## src/rtl/ex_mem_cond_stage_pkg.sv

```systemverilog
`default_nettype none
// ----------------------------------------------------------------------------
// ex_mem_cond_stage_pkg : shared pipeline types and flag/condition constants
// Revision 1.0
// ----------------------------------------------------------------------------
package ex_mem_cond_stage_pkg;

  typedef enum logic [3:0] {
    COND_EQ = 4'h0,
    COND_NE = 4'h1,
    COND_CS = 4'h2,
    COND_CC = 4'h3,
    COND_MI = 4'h4,
    COND_PL = 4'h5,
    COND_VS = 4'h6,
    COND_VC = 4'h7,
    COND_HI = 4'h8,
    COND_LS = 4'h9,
    COND_GE = 4'hA,
    COND_LT = 4'hB,
    COND_GT = 4'hC,
    COND_LE = 4'hD,
    COND_AL = 4'hE,
    COND_NV = 4'hF
  } cond_e;

  localparam int FLAG_N = 3;
  localparam int FLAG_Z = 2;
  localparam int FLAG_C = 1;
  localparam int FLAG_V = 0;

  localparam int FW_NZ = 1;
  localparam int FW_CV = 0;

endpackage : ex_mem_cond_stage_pkg
`default_nettype wire

```

## src/rtl/ex_mem_cond_stage_cond_check.sv

```systemverilog
`default_nettype none
// ----------------------------------------------------------------------------
// ex_mem_cond_stage_cond_check : combinational ARM condition-field evaluator
// Revision 1.0
// ----------------------------------------------------------------------------
module ex_mem_cond_stage_cond_check
  import ex_mem_cond_stage_pkg::*;
(
  input  logic [3:0] i_cond,
  input  logic [3:0] i_flags,
  output logic       o_pass
);

  logic w_n, w_z, w_c, w_v;

  assign w_n = i_flags[FLAG_N];
  assign w_z = i_flags[FLAG_Z];
  assign w_c = i_flags[FLAG_C];
  assign w_v = i_flags[FLAG_V];

  always_comb begin
    o_pass = 1'b0;
    case (cond_e'(i_cond))
      COND_EQ: o_pass = w_z;
      COND_NE: o_pass = !w_z;
      COND_CS: o_pass = w_c;
      COND_CC: o_pass = !w_c;
      COND_MI: o_pass = w_n;
      COND_PL: o_pass = !w_n;
      COND_VS: o_pass = w_v;
      COND_VC: o_pass = !w_v;
      COND_HI: o_pass = w_c && !w_z;
      COND_LS: o_pass = !w_c || w_z;
      COND_GE: o_pass = (w_n == w_v);
      COND_LT: o_pass = (w_n != w_v);
      COND_GT: o_pass = !w_z && (w_n == w_v);
      COND_LE: o_pass = w_z || (w_n != w_v);
      COND_AL: o_pass = 1'b1;
      // NV is architecturally "never" here
      default: o_pass = 1'b0;
    endcase
  end

endmodule : ex_mem_cond_stage_cond_check
`default_nettype wire

```

## src/rtl/ex_mem_cond_stage.sv

```systemverilog
`default_nettype none
// ----------------------------------------------------------------------------
// ex_mem_cond_stage : EX/MEM boundary with condition evaluation, NZCV commit,
//                     stall/flush control and saturating bring-up counters
// Revision 1.0
// ----------------------------------------------------------------------------
module ex_mem_cond_stage
  import ex_mem_cond_stage_pkg::*;
#(
  parameter int DATA_W  = 32,
  parameter int REG_W   = 4,
  parameter int COUNT_W = 16
) (
  input  logic               clk,
  input  logic               reset_n,
  input  logic               ex_valid,
  input  logic [DATA_W-1:0]  ex_result,
  input  logic [3:0]         ex_flags,
  input  logic [3:0]         ex_cond,
  input  logic [1:0]         ex_flag_write,
  input  logic               ex_reg_write,
  input  logic               ex_mem_write,
  input  logic               ex_pc_src,
  input  logic [REG_W-1:0]   ex_rd,
  input  logic [DATA_W-1:0]  ex_write_data,
  input  logic               stall,
  input  logic               flush,
  output logic               cond_ex,
  output logic [3:0]         flags_q,
  output logic               mem_valid,
  output logic               mem_reg_write,
  output logic               mem_mem_write,
  output logic               mem_pc_src,
  output logic [DATA_W-1:0]  mem_result,
  output logic [DATA_W-1:0]  mem_write_data,
  output logic [REG_W-1:0]   mem_rd,
  output logic [COUNT_W-1:0] cnt_exec,
  output logic [COUNT_W-1:0] cnt_skip
);

  logic               w_pass;
  logic               w_advance;
  logic               w_exec;
  logic               w_skip;

  logic [3:0]         r_flags;
  logic               r_valid;
  logic               r_reg_write;
  logic               r_mem_write;
  logic               r_pc_src;
  logic [DATA_W-1:0]  r_result;
  logic [DATA_W-1:0]  r_write_data;
  logic [REG_W-1:0]   r_rd;
  logic [COUNT_W-1:0] r_cnt_exec;
  logic [COUNT_W-1:0] r_cnt_skip;

  // Evaluated against committed flags so a flag-setting op followed directly
  // by a conditional op sees the freshly committed value without a bubble.
  ex_mem_cond_stage_cond_check u_cond_check (
    .i_cond  (ex_cond),
    .i_flags (r_flags),
    .o_pass  (w_pass)
  );

  assign cond_ex   = ex_valid & w_pass;
  assign w_advance = !stall && !flush;
  assign w_exec    = w_advance && cond_ex;
  assign w_skip    = w_advance && ex_valid && !cond_ex;

  always_ff @(posedge clk or negedge reset_n) begin
    if (!reset_n) begin
      r_flags      <= 4'b0000;
      r_valid      <= 1'b0;
      r_reg_write  <= 1'b0;
      r_mem_write  <= 1'b0;
      r_pc_src     <= 1'b0;
      r_result     <= '0;
      r_write_data <= '0;
      r_rd         <= '0;
    end else if (flush) begin
      r_valid     <= 1'b0;
      r_reg_write <= 1'b0;
      r_mem_write <= 1'b0;
      r_pc_src    <= 1'b0;
    end else if (!stall) begin
      r_valid      <= cond_ex;
      r_reg_write  <= ex_reg_write & cond_ex;
      r_mem_write  <= ex_mem_write & cond_ex;
      r_pc_src     <= ex_pc_src & cond_ex;
      r_result     <= ex_result;
      r_write_data <= ex_write_data;
      r_rd         <= ex_rd;
      if (cond_ex && ex_flag_write[FW_NZ]) begin
        r_flags[FLAG_N] <= ex_flags[FLAG_N];
        r_flags[FLAG_Z] <= ex_flags[FLAG_Z];
      end
      if (cond_ex && ex_flag_write[FW_CV]) begin
        r_flags[FLAG_C] <= ex_flags[FLAG_C];
        r_flags[FLAG_V] <= ex_flags[FLAG_V];
      end
    end
  end

  always_ff @(posedge clk or negedge reset_n) begin
    if (!reset_n) begin
      r_cnt_exec <= '0;
      r_cnt_skip <= '0;
    end else begin
      if (w_exec && (r_cnt_exec != '1)) begin
        r_cnt_exec <= r_cnt_exec + COUNT_W'(1);
      end
      if (w_skip && (r_cnt_skip != '1)) begin
        r_cnt_skip <= r_cnt_skip + COUNT_W'(1);
      end
    end
  end

  assign flags_q        = r_flags;
  assign mem_valid      = r_valid;
  assign mem_reg_write  = r_reg_write;
  assign mem_mem_write  = r_mem_write;
  assign mem_pc_src     = r_pc_src;
  assign mem_result     = r_result;
  assign mem_write_data = r_write_data;
  assign mem_rd         = r_rd;
  assign cnt_exec       = r_cnt_exec;
  assign cnt_skip       = r_cnt_skip;

endmodule : ex_mem_cond_stage
`default_nettype wire
```

## config.mk

```make
export PLATFORM = sky130hd
export DESIGN_NAME = ex_mem_cond_stage
export DESIGN_NICKNAME = d
export VERILOG_FILES = /design/src/rtl/ex_mem_cond_stage_pkg.sv /design/src/rtl/ex_mem_cond_stage_cond_check.sv /design/src/rtl/ex_mem_cond_stage.sv
export SDC_FILE = /design/constraint.sdc
export NUM_CORES = 1
export LEC_CHECK = 0
export ABC_AREA = 1
export BUFFER_PORTS_ARGS = -buffer_cell sky130_fd_sc_hd__buf_2
export CAP_MARGIN = 20
export CORE_MARGIN = 2
export CORE_UTILIZATION = 48
export CTS_CLUSTER_SIZE = 28
export DETAILED_ROUTE_END_ITERATION = 8
export PLACE_DENSITY_LB_ADDON = 0.3
export SYNTH_ARGS = -nofsm -noshare
export SYNTH_HDL_FRONTEND = slang
export SYNTH_SLANG_ARGS = --single-unit
export TNS_END_PERCENT = 10
```

## constraint.sdc

```tcl
create_clock -name clk -period 4.9 [get_ports clk]
set_input_delay 0.735 -clock clk [delete_from_list [all_inputs] [get_ports clk]]
set_output_delay 0.735 -clock clk [all_outputs]
set_load 0.02 [all_outputs]
```

### Yosys cells after proc, flatten, opt, wreduce, memory -nomap -nowiden

Index checks and enable logic that the tools add are counted.

* output and inout port bits: 109
* logic and storage cells: 70
* input port bits: 86
* flip-flop bits (word level): 108

* reduce and logical (&&, ||, !) cells: 23
* multiplexer cells: 9
* add/subtract/negate cells: 2
* equal/unequal tests: 19
* bitwise logic cells: 6

Operator list (count)
* adder 16 x 1 -> 16 bit (second input constant): 2
* inequality test 16 bit (second input constant): 2
* == test 4 bit (second input constant): 7
* == test 4 x 3 -> 1 bit (second input constant): 4
* case mux 1 bit (15 select lines): 1
* logical AND 1 bit: 10
* == test 4 x 2 -> 1 bit (second input constant): 2
* 2-to-1 mux 1 bit: 8
* logical NOT 1 bit: 7
* AND reduction 3 bit: 2
* bitwise AND 1 bit: 4
* == test 4 x 1 -> 1 bit (second input constant): 1
* logical NOT 4 bit: 1
* logical OR 1 bit: 2
* inequality test 2 x 1 -> 1 bit (second input constant): 1
* inverter 1 bit: 2
* AND reduction 2 bit: 1
* == test 1 bit: 1
* inequality test 1 bit: 1

### Longest topological paths before layout

Gate-level depths: netlist of the first run.

* word-level depth: 7
* depth in mapped cells: 14

### By module

A second synthesis of the first run with hierarchy kept.

* cells, all modules: 658
* area, all modules: 5004.8 µm²

By module, submodules not included
* ex_mem_cond_stage: cells an instance 603, sequential area each 2702.6 µm², instances 1, area an instance 4775.8 µm²
* ex_mem_cond_stage_cond_check: cells an instance 55, sequential area each 0.0 µm², instances 1, area an instance 229.0 µm²

### Worst setup path after synthesis of the first run

OpenSTA, ideal clock, no wires.

* kind: input-to-output
* start: input ex_cond[0]
* end: output cond_ex
* stages: 10
* buffers on the path: 1
* setup slack: 2587 ps
* data arrival time: 1578 ps
* cell sequence: buf_2 inv_1 nand3_1 nand3_1 nand2_1 nand2_1 inv_1 nand3_4 nand2_2 inv_1

* word-level cells in the longest chain between the ends: 3
* elaborated cells on any way between the ends: 17
* those cells by class: 14 x eq/ne; 1 x mux; 1 x bitwise; 1 x reduce/logical

RTL lines
* from (decl): line ex_mem_cond_stage.sv:19 `input logic [3:0] ex_cond,`
* == test 4 bit (tied with other cells): line ex_mem_cond_stage_cond_check.sv:23 `case (cond_e'(i_cond))`
* case mux 1 bit (15 select lines) *: line ex_mem_cond_stage_cond_check.sv:23
* bitwise AND 1 bit *: line ex_mem_cond_stage.sv:65 `assign cond_ex = ex_valid & w_pass;`
* to (decl): line ex_mem_cond_stage.sv:28 `output logic cond_ex,`

Mark *: on every way between the ends. The rest lies on a longest branch, timed or not.

### Worst setup path in the final report of the first run

* start: input ex_cond[2]
* end: output cond_ex

Same word-level chain as after synthesis.

==> results of run 1 <==
==> worst min-delay path, stage by stage, from the launching register on <==
cell and delay [ns]:
dfrtp_1 0.35, nand2_1 0.05, nand2_1 0.04
==> cell families after synthesis <==
kind of cell    count (synthesis)
flops                         108
compound gates                  7
xor+xnor                       26
fa+ha+maj                       2
buf+inv                        59
simple gates                  437
==> per-layer routing <==
| layer | vias up | GRT usage |
|---|---|---|
| met2 | 156 | 0.3713 |
| met3 | 16 | 0.06254 |
| li1 | 2322 | - |
| met1 | 2112 | 0.2829 |
| met5 | - | 0 |
| met4 | 0 | 0.08835 |
==> Yosys cell counts <==
library cell,number
a21oi_2,1
nand2_2,3
xnor2_1,11
nor4_1,3
nor3_2,2
xor2_1,15
dfrtp_1,108
buf_6,1
a21oi_1,1
buf_4,2
clkbuf_1,13
a41oi_1,1
o21ai_1,4
nor3_1,7
nand3b_1,2
nand3_4,2
nand3_1,27
inv_2,2
nor2_1,27
nand2_1,353
nor2_4,1
nor2_2,1
ha_1,2
buf_2,6
inv_1,34
nand4_2,1
nand4_1,8
clkinv_1,1
==> power by group through the flow <==
stage / clock [W] / sequential [W] / combinational, W
after floorplan: 0 / 0.00129 / 0.000269
after global placement: 0 / 0.00114 / 0.000661
after detailed placement: 0 / 0.00115 / 0.000678
after CTS: 0.000631 / 0.00114 / 0.000678
after global routing: 0.000671 / 0.00115 / 0.000745
final: 0.000615 / 0.00113 / 0.000671
==> through the flow <==
stage,setup slack (ns),cells,total power [W],area [um^2],utilization
after global routing,2.124,966,0.002570,6340,0.6197
after CTS,2.254,965,0.002445,6320,0.6177
after floorplan,2.587,639,0.001560,5026,-
final,2.228,966,0.002421,6340,0.6197
after detailed placement,1.886,949,0.001828,6087,0.5950
after global placement,1.997,949,0.001805,6087,0.5950
==> flip-flops by register name, summed over array words and instances, names as in the netlist <==
register / cells
mem_valid: 1
mem_pc_src: 1
mem_rd: 4
mem_result: 32
flags_q: 4
cnt_skip: 16
mem_mem_write: 1
cnt_exec: 16
mem_write_data: 32
mem_reg_write: 1
==> worst paths after layout <==
path	start	endpoint	slack (ns)	depth (start not counted)
max	ex_cond[2]	cond_ex	2.23	10
min	mem_result[10]	mem_result[10]	0.47	2
max reg2reg	flags_q[3]	cnt_skip[10]	2.92	12
min reg2reg	mem_result[10]	mem_result[10]	0.47	2
max in group asynchronous	reset_n	mem_write_data[14]	3.36	2
min in group asynchronous	reset_n	mem_write_data[8]	0.50	1
==> area by class of cell <==
| type | count | area, um^2 |
|---|---|---|
| Timing Repair Buffer | 197 | 1008 |
| Fill cell | 929 | 3891 |
| Inverter | 37 | 138.9 |
| Multi-Input combinational cell | 472 | 2087 |
| Clock buffer | 11 | 151.4 |
| Clock inverter | 5 | 81.33 |
| Tap cell | 136 | 170.2 |
| Sequential cell | 108 | 2703 |
==> summary.md, run 1 <==
| Metric | Value |
|---|---|
| Proportion of layout cells with a drive suffix above 1 | `0.2747` |
| Seq/Total Area, Yosys | `0.5377` |
| Drt first pass iters | `4` |
| Clock group share of total power | `0.254` |
| Comb power frac | `0.277` |
| I/O pin count | `195` |
| Die Y | `106.3 um` |
| GRT Overall Usage | `0.2257` |
| Post-synthesis mux area share | `0` |
| Post-Syn Area | `0.005026 mm^2` |
| Die W | `106.3 um` |
| Switch Pwr | `0.0008580 W` |
| Min-delay worst type | `reg -> reg` |
| Initial Util | `0.4913` |
| Initial antenna violation count | `0` |
| RSZ-0062 raised after global routing | `no` |
| Final setup viols | `0` |
| Leading area contributor after synthesis | `dfrtp_1` |
| Net count after synthesis | `727` |
| Wl on met1 | `5242 um` |
| Total core area | `0.01023 mm^2` |
| Site Rows | `37` |
| Worst setup path class | `in -> out` |
| Synthesized area per cell | `7.866 um^2` |
| WL per Instance | `12.80 um` |
| Nets@finish | `913` |
| Area fraction in compound gates after synthesis | `0.008464` |
| Worst skew pair latency | `0.36 ns` |
| Max incr delay on CP | `0.21 ns` |
| First-pass GRT wire length | `20380 um` |
| Antenna-violating nets left | `0` |
| Max cap viols | `0` |
| Relative slew slack | `0.3669` |
| Worst VDD drop | `0.0002249 V` |
| Min Clock Period, post-route | `2.672 ns` |
| Tcrit/Tclk final | `0.5453` |
| Metal2 WL | `5940 um` |
| Deepest level of the CTS H-tree | `3` |
| Cell Pwr Density | `381.8 mW/mm^2` |
| Setup TNS | `0 ns` |
| Synth top area share | `0.5377` |
| Placer Congestion | `0.8956` |
| Post-DP HPWL | `9127 um` |
| Skew final | `0.007772 ns` |
| Port Buffers | `194` |
| TritonCTS clock tree | `yes` |
| YS warnings | `0` |
| Final hold violation count | `0` |
| Die area | `0.01131 mm^2` |
| Root buffer cell | `clkbuf_8` |
| WL met3 | `946 um` |
| Vias | `4606` |
| CP endpoint kind | `primary output` |
| Sequential Power Share | `0.469` |
| Distinct cells, synth | `28` |
| Final Hold Slack | `0.4720 ns` |
| Cells along the critical path | `buf_2 -> inv_1 -> nor2_1 -> nand2_1 -> a21oi_1 -> nor2_2 -> nand3_4 -> nand2_2 -> inv_1 -> buf_2` |
| Critical-path top delay cell | `a21oi_1` |
| Buf+Inv Stages, Crit Path | `4` |
| Post-Synth Simple-Gate Area | `0.3550` |
| Pins over their slew limit | `0` |
| Fraction of synthesized cell area in xor and xnor cells | `0.04531` |
| Static Leak | `3.666 nW` |
| Worst-Margin Slew | `0.9496 ns` |
| Initial DRC count | `239` |
| Setup Fix Bufs, Post-CTS | `0` |
| Total wire length | `12360 um` |
| Post-CTS Hold Fix Bufs | `0` |
| Area delta synth->final | `26.14%` |
| Highest routed layer | `met4` |
| Pint | `0.001563 W` |
| # DRC | `0` |
| Commonest non-fill, non-tap cell in the layout | `nand2_1` |
| Main combinational cell family by area after synthesis | `simple AND/OR/NAND/NOR gates` |
| Net Sw Frac | `0.3544` |
| Post-DR vias/cell | `4.768` |
| ANT cells | `0` |
| Fmax | `0.3743 GHz` |
| CTS Buffer Depth | `2` |
| Status | `finished, final reports clean` |
| CTS buffer count | `9` |
| Clock-pin slew on the worst setup and hold paths | `0.09 ns` |
| Synthesized flop and latch total | `108` |
| Crit-path leading delay family | `simple AND/OR/NAND/NOR gates` |
| Vias in the first global route | `4422` |
| Synth Area in Adders | `0.004979` |
| Largest net degree at the start of global routing | `76` |
| CP required | `4.16 ns` |
| Top cells by area, synth | `dfrtp_1, nand2_1, nand3_1` |
| Crit path DAT | `1.94 ns` |
| Commonest cells after routing, fill and taps aside | `nand2_1, buf_2, dfrtp_1` |
| CTS sink count | `108` |
| Post-cts gate resize count | `0` |
| Cells after Synth | `639` |
| Worst-path maximum fanout | `7` |
| Aggregate global routing overflow | `0` |
| CP Launch Type | `input port` |
Note: power is estimated with default switching activity, not from simulation.
==> run 2, diff against run 1 <==
==> constraint.sdc (replaced) <==
create_clock -name clk -period 2.5 [get_ports clk]
set_input_delay 0.375 -clock clk [delete_from_list [all_inputs] [get_ports clk]]
set_output_delay 0.375 -clock clk [all_outputs]
set_load 0.02 [all_outputs]
==> summary.md, run 2 (synthesis gave the netlist of run 1 again) <==
| Metric | Value |
|---|---|
| Crit path top cell by count | `nand2_1` |
| Post-route insts no fill | `969` |
| I/O pin count | `195` |
| Deepest level of the CTS H-tree | `3` |
| Root buffer cell | `clkbuf_8` |
| CP required | `2.12 ns` |
| Total Power | `0.004736 W` |
| Port Buffers | `194` |
| Min Clock Period, post-route | `2.169 ns` |
| Relative slew slack | `0.5917` |
| # DRC | `0` |
| TritonCTS clock tree | `yes` |
| Commonest cells after routing, fill and taps aside | `nand2_1, buf_2, dfrtp_1` |
| Worst-path maximum fanout | `7` |
| First-pass GRT wire length | `20400 um` |
| Commonest non-fill, non-tap cell in the layout | `nand2_1` |
| Critical-path top delay cell | `dfrtp_1` |
| Crit path DAT | `1.79 ns` |
| Net Sw Frac | `0.3576` |
| Site Rows | `37` |
| Nets@finish | `916` |
| Dpl ws | `0.4670 ns` |
| Crit-path leading delay family | `simple AND/OR/NAND/NOR gates` |
| Die Y | `106.3 um` |
| Sequential Power Share | `0.470` |
| Status | `finished, final reports clean` |
| Total core area | `0.01023 mm^2` |
| Buf+Inv Stages, Crit Path | `3` |
| Initial antenna violation count | `0` |
| Worst r2r path cells | `12` |
| Worst VDD drop | `0.0003085 V` |
| Pint | `0.003042 W` |
| Post-CTS Hold Fix Bufs | `0` |
| Clock group share of total power | `0.249` |
| RSZ-0062 raised after global routing | `no` |
| Antenna-violating nets left | `0` |
| WP depth | `10` |
| Aggregate global routing overflow | `0` |
| Skew final | `0.003799 ns` |
| WL per Instance | `12.90 um` |
| Worst-Margin Slew | `0.6124 ns` |
| Comb power frac | `0.282` |
| Worst skew pair latency | `0.35 ns` |
| Final hold violation count | `0` |
| Total wire length | `12500 um` |
| Post-cts gate resize count | `0` |
| Vias in the first global route | `4572` |
| ANT cells | `0` |
| Switch Pwr | `0.001693 W` |
| Drt first pass iters | `8` |
| Setup TNS | `0 ns` |
| Cell Pwr Density | `745.2 mW/mm^2` |
| Initial Util | `0.4913` |
| Tcrit/Tclk final | `0.8676` |
| Fmax | `0.4611 GHz` |
| Vias | `4714` |
| Fillers | `917` |
| Largest net degree at the start of global routing | `51` |
| Cells along the critical path | `inv_1 -> nand2_1 -> nand2_1 -> nand2_1 -> nand3_1 -> nor2_2 -> nand3_4 -> nand2_2 -> inv_1 -> buf_2` |
| Placed cell count | `953` |
| CP Launch Type | `flop` |
| CTS buffer count | `9` |
| Initial DRC count | `363` |
| CTS sink count | `108` |
| Clock-pin slew on the worst setup and hold paths | `0.10 ns` |
| Register area | `0.002703 mm^2` |
| CTS Buffer Depth | `2` |
| Setup Fix Bufs, Post-CTS | `0` |
| Area delta synth->final | `26.44%` |
| Area of the multi-input gates | `0.002087 mm^2` |
| GRT Overall Usage | `0.2238` |
| Proportion of layout cells with a drive suffix above 1 | `0.2761` |
| Final setup viols | `0` |
| CP endpoint kind | `primary output` |
| Static Leak | `3.675 nW` |
| Worst setup path class | `reg -> out` |
| Pins over their slew limit | `0` |
| Post-DR vias/cell | `4.865` |
| Post-DP HPWL | `9275 um` |
| Worst Slack Setup Final | `0.3311 ns` |
| Max cap viols | `0` |
| Placer Congestion | `0.9331` |
| Die area | `0.01131 mm^2` |
| Max incr delay on CP | `0.44 ns` |
| Die W | `106.3 um` |
| Min-delay worst type | `in -> async` |
## run 2: changes by cell type in the layout (fill, tap and decap cells not counted)
cell	delta
clkbuf_1	+1
inv_6	-1
inv_8	+1
clkbuf_8	-1
buf_4	+3
## run 2: power groups by stage
stage	clock network (W)	registers (W)	logic, W
floorplan	0	0.00253	0.000527
global placement	0	0.00224	0.00131
detailed placement	0	0.00225	0.00134
CTS	0.00121	0.00222	0.00135
global route	0.00128	0.00226	0.00148
finish	0.00118	0.00222	0.00133
## run 2: metal layers
layer,GRT usage,part of all wire,up-vias
met4,0.07895,0.018,0
met2,0.3796,0.48,196
met5,0,0,-
li1,-,-,2329
met1,0.2731,0.42,2171
met3,0.06315,0.075,18
## run 2: layout make-up
class | count | area share
Clock inverter | 5 | 0.01319
Inverter | 37 | 0.02185
Multi-Input combinational cell | 472 | 0.3284
Clock buffer | 11 | 0.02225
Timing Repair Buffer | 200 | 0.1622
Tap cell | 136 | 0.02678
Sequential cell | 108 | 0.4253
## run 2: metrics by stage
stage / hold slack, ns / utilization / area [um^2]
2_1_floorplan: 0.07941 / - / 5026
3_3_place_gp: 0.4197 / 0.5991 / 6130
3_5_place_dp: 0.4261 / 0.5991 / 6130
4_1_cts: 0.02027 / 0.6211 / 6355
5_1_grt: 0.03768 / 0.6211 / 6355
6_report: 0.0007177 / 0.6211 / 6355
## run 2: worst paths after layout
check	from	end	slack, ns
min	reset_n	mem_write_data[3]	0.0007
max reg2reg	flags_q[3]	cnt_skip[14]	0.54
min in group clk	ex_write_data[11]	mem_write_data[11]	0.21
min reg2reg	mem_result[5]	mem_result[5]	0.47
max	flags_q[3]	cond_ex	0.33
max in group asynchronous	reset_n	mem_result[0]	1.80
==> run 3, diff against run 2 <==
--- a/config.mk
+++ b/config.mk
@@ -10,6 +10,7 @@
 export CAP_MARGIN = 20
 export CORE_MARGIN = 2
 export CORE_UTILIZATION = 48
+export CTS_BUF_LIST = sky130_fd_sc_hd__clkbuf_4
 export CTS_CLUSTER_SIZE = 28
 export DETAILED_ROUTE_END_ITERATION = 8
 export PLACE_DENSITY_LB_ADDON = 0.3
==> summary.md, run 3 (synthesis gave the netlist of run 1 again) <==
| Metric | Value |
|---|---|
| Grt met1 use | `0.2739` |
| Drt first pass iters | `6` |
| Final setup viols | `0` |
| Initial Util | `0.4913` |
| RSZ-0062 raised after global routing | `no` |
| Design Area, Final | `0.006302 mm^2` |
| Placer Congestion | `0.9331` |
| Largest net degree at the start of global routing | `51` |
| Nets@finish | `917` |
| Port Buffers | `194` |
| GR Layer Usage met2 | `0.3727` |
| Aggregate global routing overflow | `0` |
| Area delta synth->final | `25.39%` |
| Vias in the first global route | `4534` |
| Post-CTS Hold Fix Bufs | `1` |
| Most Crowded Layer GR | `met2` |
| CP required | `2.12 ns` |
| CP endpoint kind | `primary output` |
| WL per Instance | `12.83 um` |
| R2r startpoint | `flags_q[3]` |
| Hold_sp | `ex_result[3]` |
| Min-delay worst type | `in -> reg` |
| Post-DP HPWL | `9275 um` |
| Commonest non-fill, non-tap cell in the layout | `nand2_1` |
| Worst VDD drop | `0.0003734 V` |
| Initial antenna violation count | `0` |
| Met3 Use GR | `0.05641` |
| Crit. Startpoint | `flags_q[3]` |
| Worst-path maximum fanout | `7` |
| Tcrit/Tclk final | `0.9091` |
| Die Y | `106.3 um` |
| Site Rows | `37` |
| Deepest level of the CTS H-tree | `3` |
| Dpl ws | `0.4670 ns` |
| Worst Slack Setup Final | `0.2271 ns` |
| Vias | `4729` |
| Fillers | `929` |
| Clock-pin slew on the worst setup and hold paths | `0.17 ns` |
| Max cap viols | `0` |
| Setup Fix Bufs, Post-CTS | `0` |
| Die W | `106.3 um` |
| Post-DR vias/cell | `4.875` |
| # DRC | `0` |
| Pins over their slew limit | `0` |
| Min Clock Period, post-route | `2.273 ns` |
| GRT Overall Usage | `0.2236` |
| Reg2reg setup slack | `0.53 ns` |
| Crit path DAT | `1.90 ns` |
| Antenna-violating nets left | `0` |
| Worst-Margin Slew | `0.6114 ns` |
| Proportion of layout cells with a drive suffix above 1 | `0.2758` |
| Initial DRC count | `339` |
| Die area | `0.01131 mm^2` |
| Total core area | `0.01023 mm^2` |
| Total wire length | `12440 um` |
| Placed cell count | `953` |
| Worst setup path class | `reg -> out` |
| CTS Buffer Depth | `2` |
| First-pass GRT wire length | `20340 um` |
| Post-cts gate resize count | `0` |
| CTS sink count | `108` |
| CP Launch Type | `flop` |
| Status | `finished, final reports clean` |
| Skew final | `0.008561 ns` |
| Fmax | `0.4400 GHz` |
| Worst skew pair latency | `0.44 ns` |
| ANT cells | `0` |
| Post-route insts no fill | `970` |
| TritonCTS clock tree | `yes` |
| Relative slew slack | `0.5924` |
| Placed cell area | `0.006130 mm^2` |
| Static Leak | `3.654 nW` |
| Root buffer cell | `clkbuf_4` |
| Cell Pwr Density | `720.1 mW/mm^2` |
| Final hold violation count | `0` |
| CTS buffer count | `9` |
| Setup TNS | `0 ns` |
| Commonest cells after routing, fill and taps aside | `nand2_1, buf_2, dfrtp_1` |
| I/O pin count | `195` |
==> run 3: cell count changes in the layout (fill, tap and decap cells not counted), sizes merged <==
cell         before  now
clkbuf           11   10
dlygate4sd3       0    1
clkinv            1    2
==> run 3: cell type report <==
type | instances | area, um^2 | area share
Tap cell | 136 | 170.2 | 0.02700
Clock inverter | 6 | 87.58 | 0.01390
Clock buffer | 10 | 75.07 | 0.01191
Multi-Input combinational cell | 472 | 2087 | 0.3311
Inverter | 37 | 138.9 | 0.02204
Sequential cell | 108 | 2703 | 0.4288
Timing Repair Buffer | 201 | 1041 | 0.1652
==> run 3: path summary, 6_finish.rpt <==
| check | end | depth (start not counted) |
|---|---|---|
| min | mem_result[3] | 3 |
| max | cond_ex | 11 |
| min in group asynchronous | mem_write_data[3] | 2 |
| max in group asynchronous | mem_result[21] | 3 |
| max reg2reg | cnt_skip[14] | 13 |
| min reg2reg | mem_result[5] | 2 |
==> run 3: report_power, final <==
part           internal (W)  switching [W]  leakage, nW
Combinational      0.000451       0.000885         2.18
Clock              0.000420       0.000561       0.0859
Sequential          0.00199       0.000228         1.38
==> run 3: routing by layer <==
metal / routed length [um] / up-vias
met5: 0 / -
met4: 321 / 0
met3: 918 / 29
met2: 5934 / 186
met1: 5269 / 2181
li1: - / 2333
==> run 3: through the flow <==
stage	hold WS [ns]	power, W	utilization
4_1_cts	0.07882	0.004577	0.6160
3_3_place_gp	0.4197	0.003547	0.5991
2_1_floorplan	0.07941	0.003058	-
3_5_place_dp	0.4261	0.003592	0.5991
6_report	0.1077	0.004538	0.6160
5_1_grt	0.07009	0.004817	0.6160
==> run 3: worst max-delay path: stages (launching register included) <==
cell and delay (ns):
dfrtp_1 0.46, inv_1 0.10, nand2_1 0.07, nand2_1 0.08
nand2_1 0.07, nand2_1 0.07, nand2_1 0.05, nand2_1 0.09
nand3_4 0.14, nand2_2 0.12, inv_1 0.05, buf_2 0.15
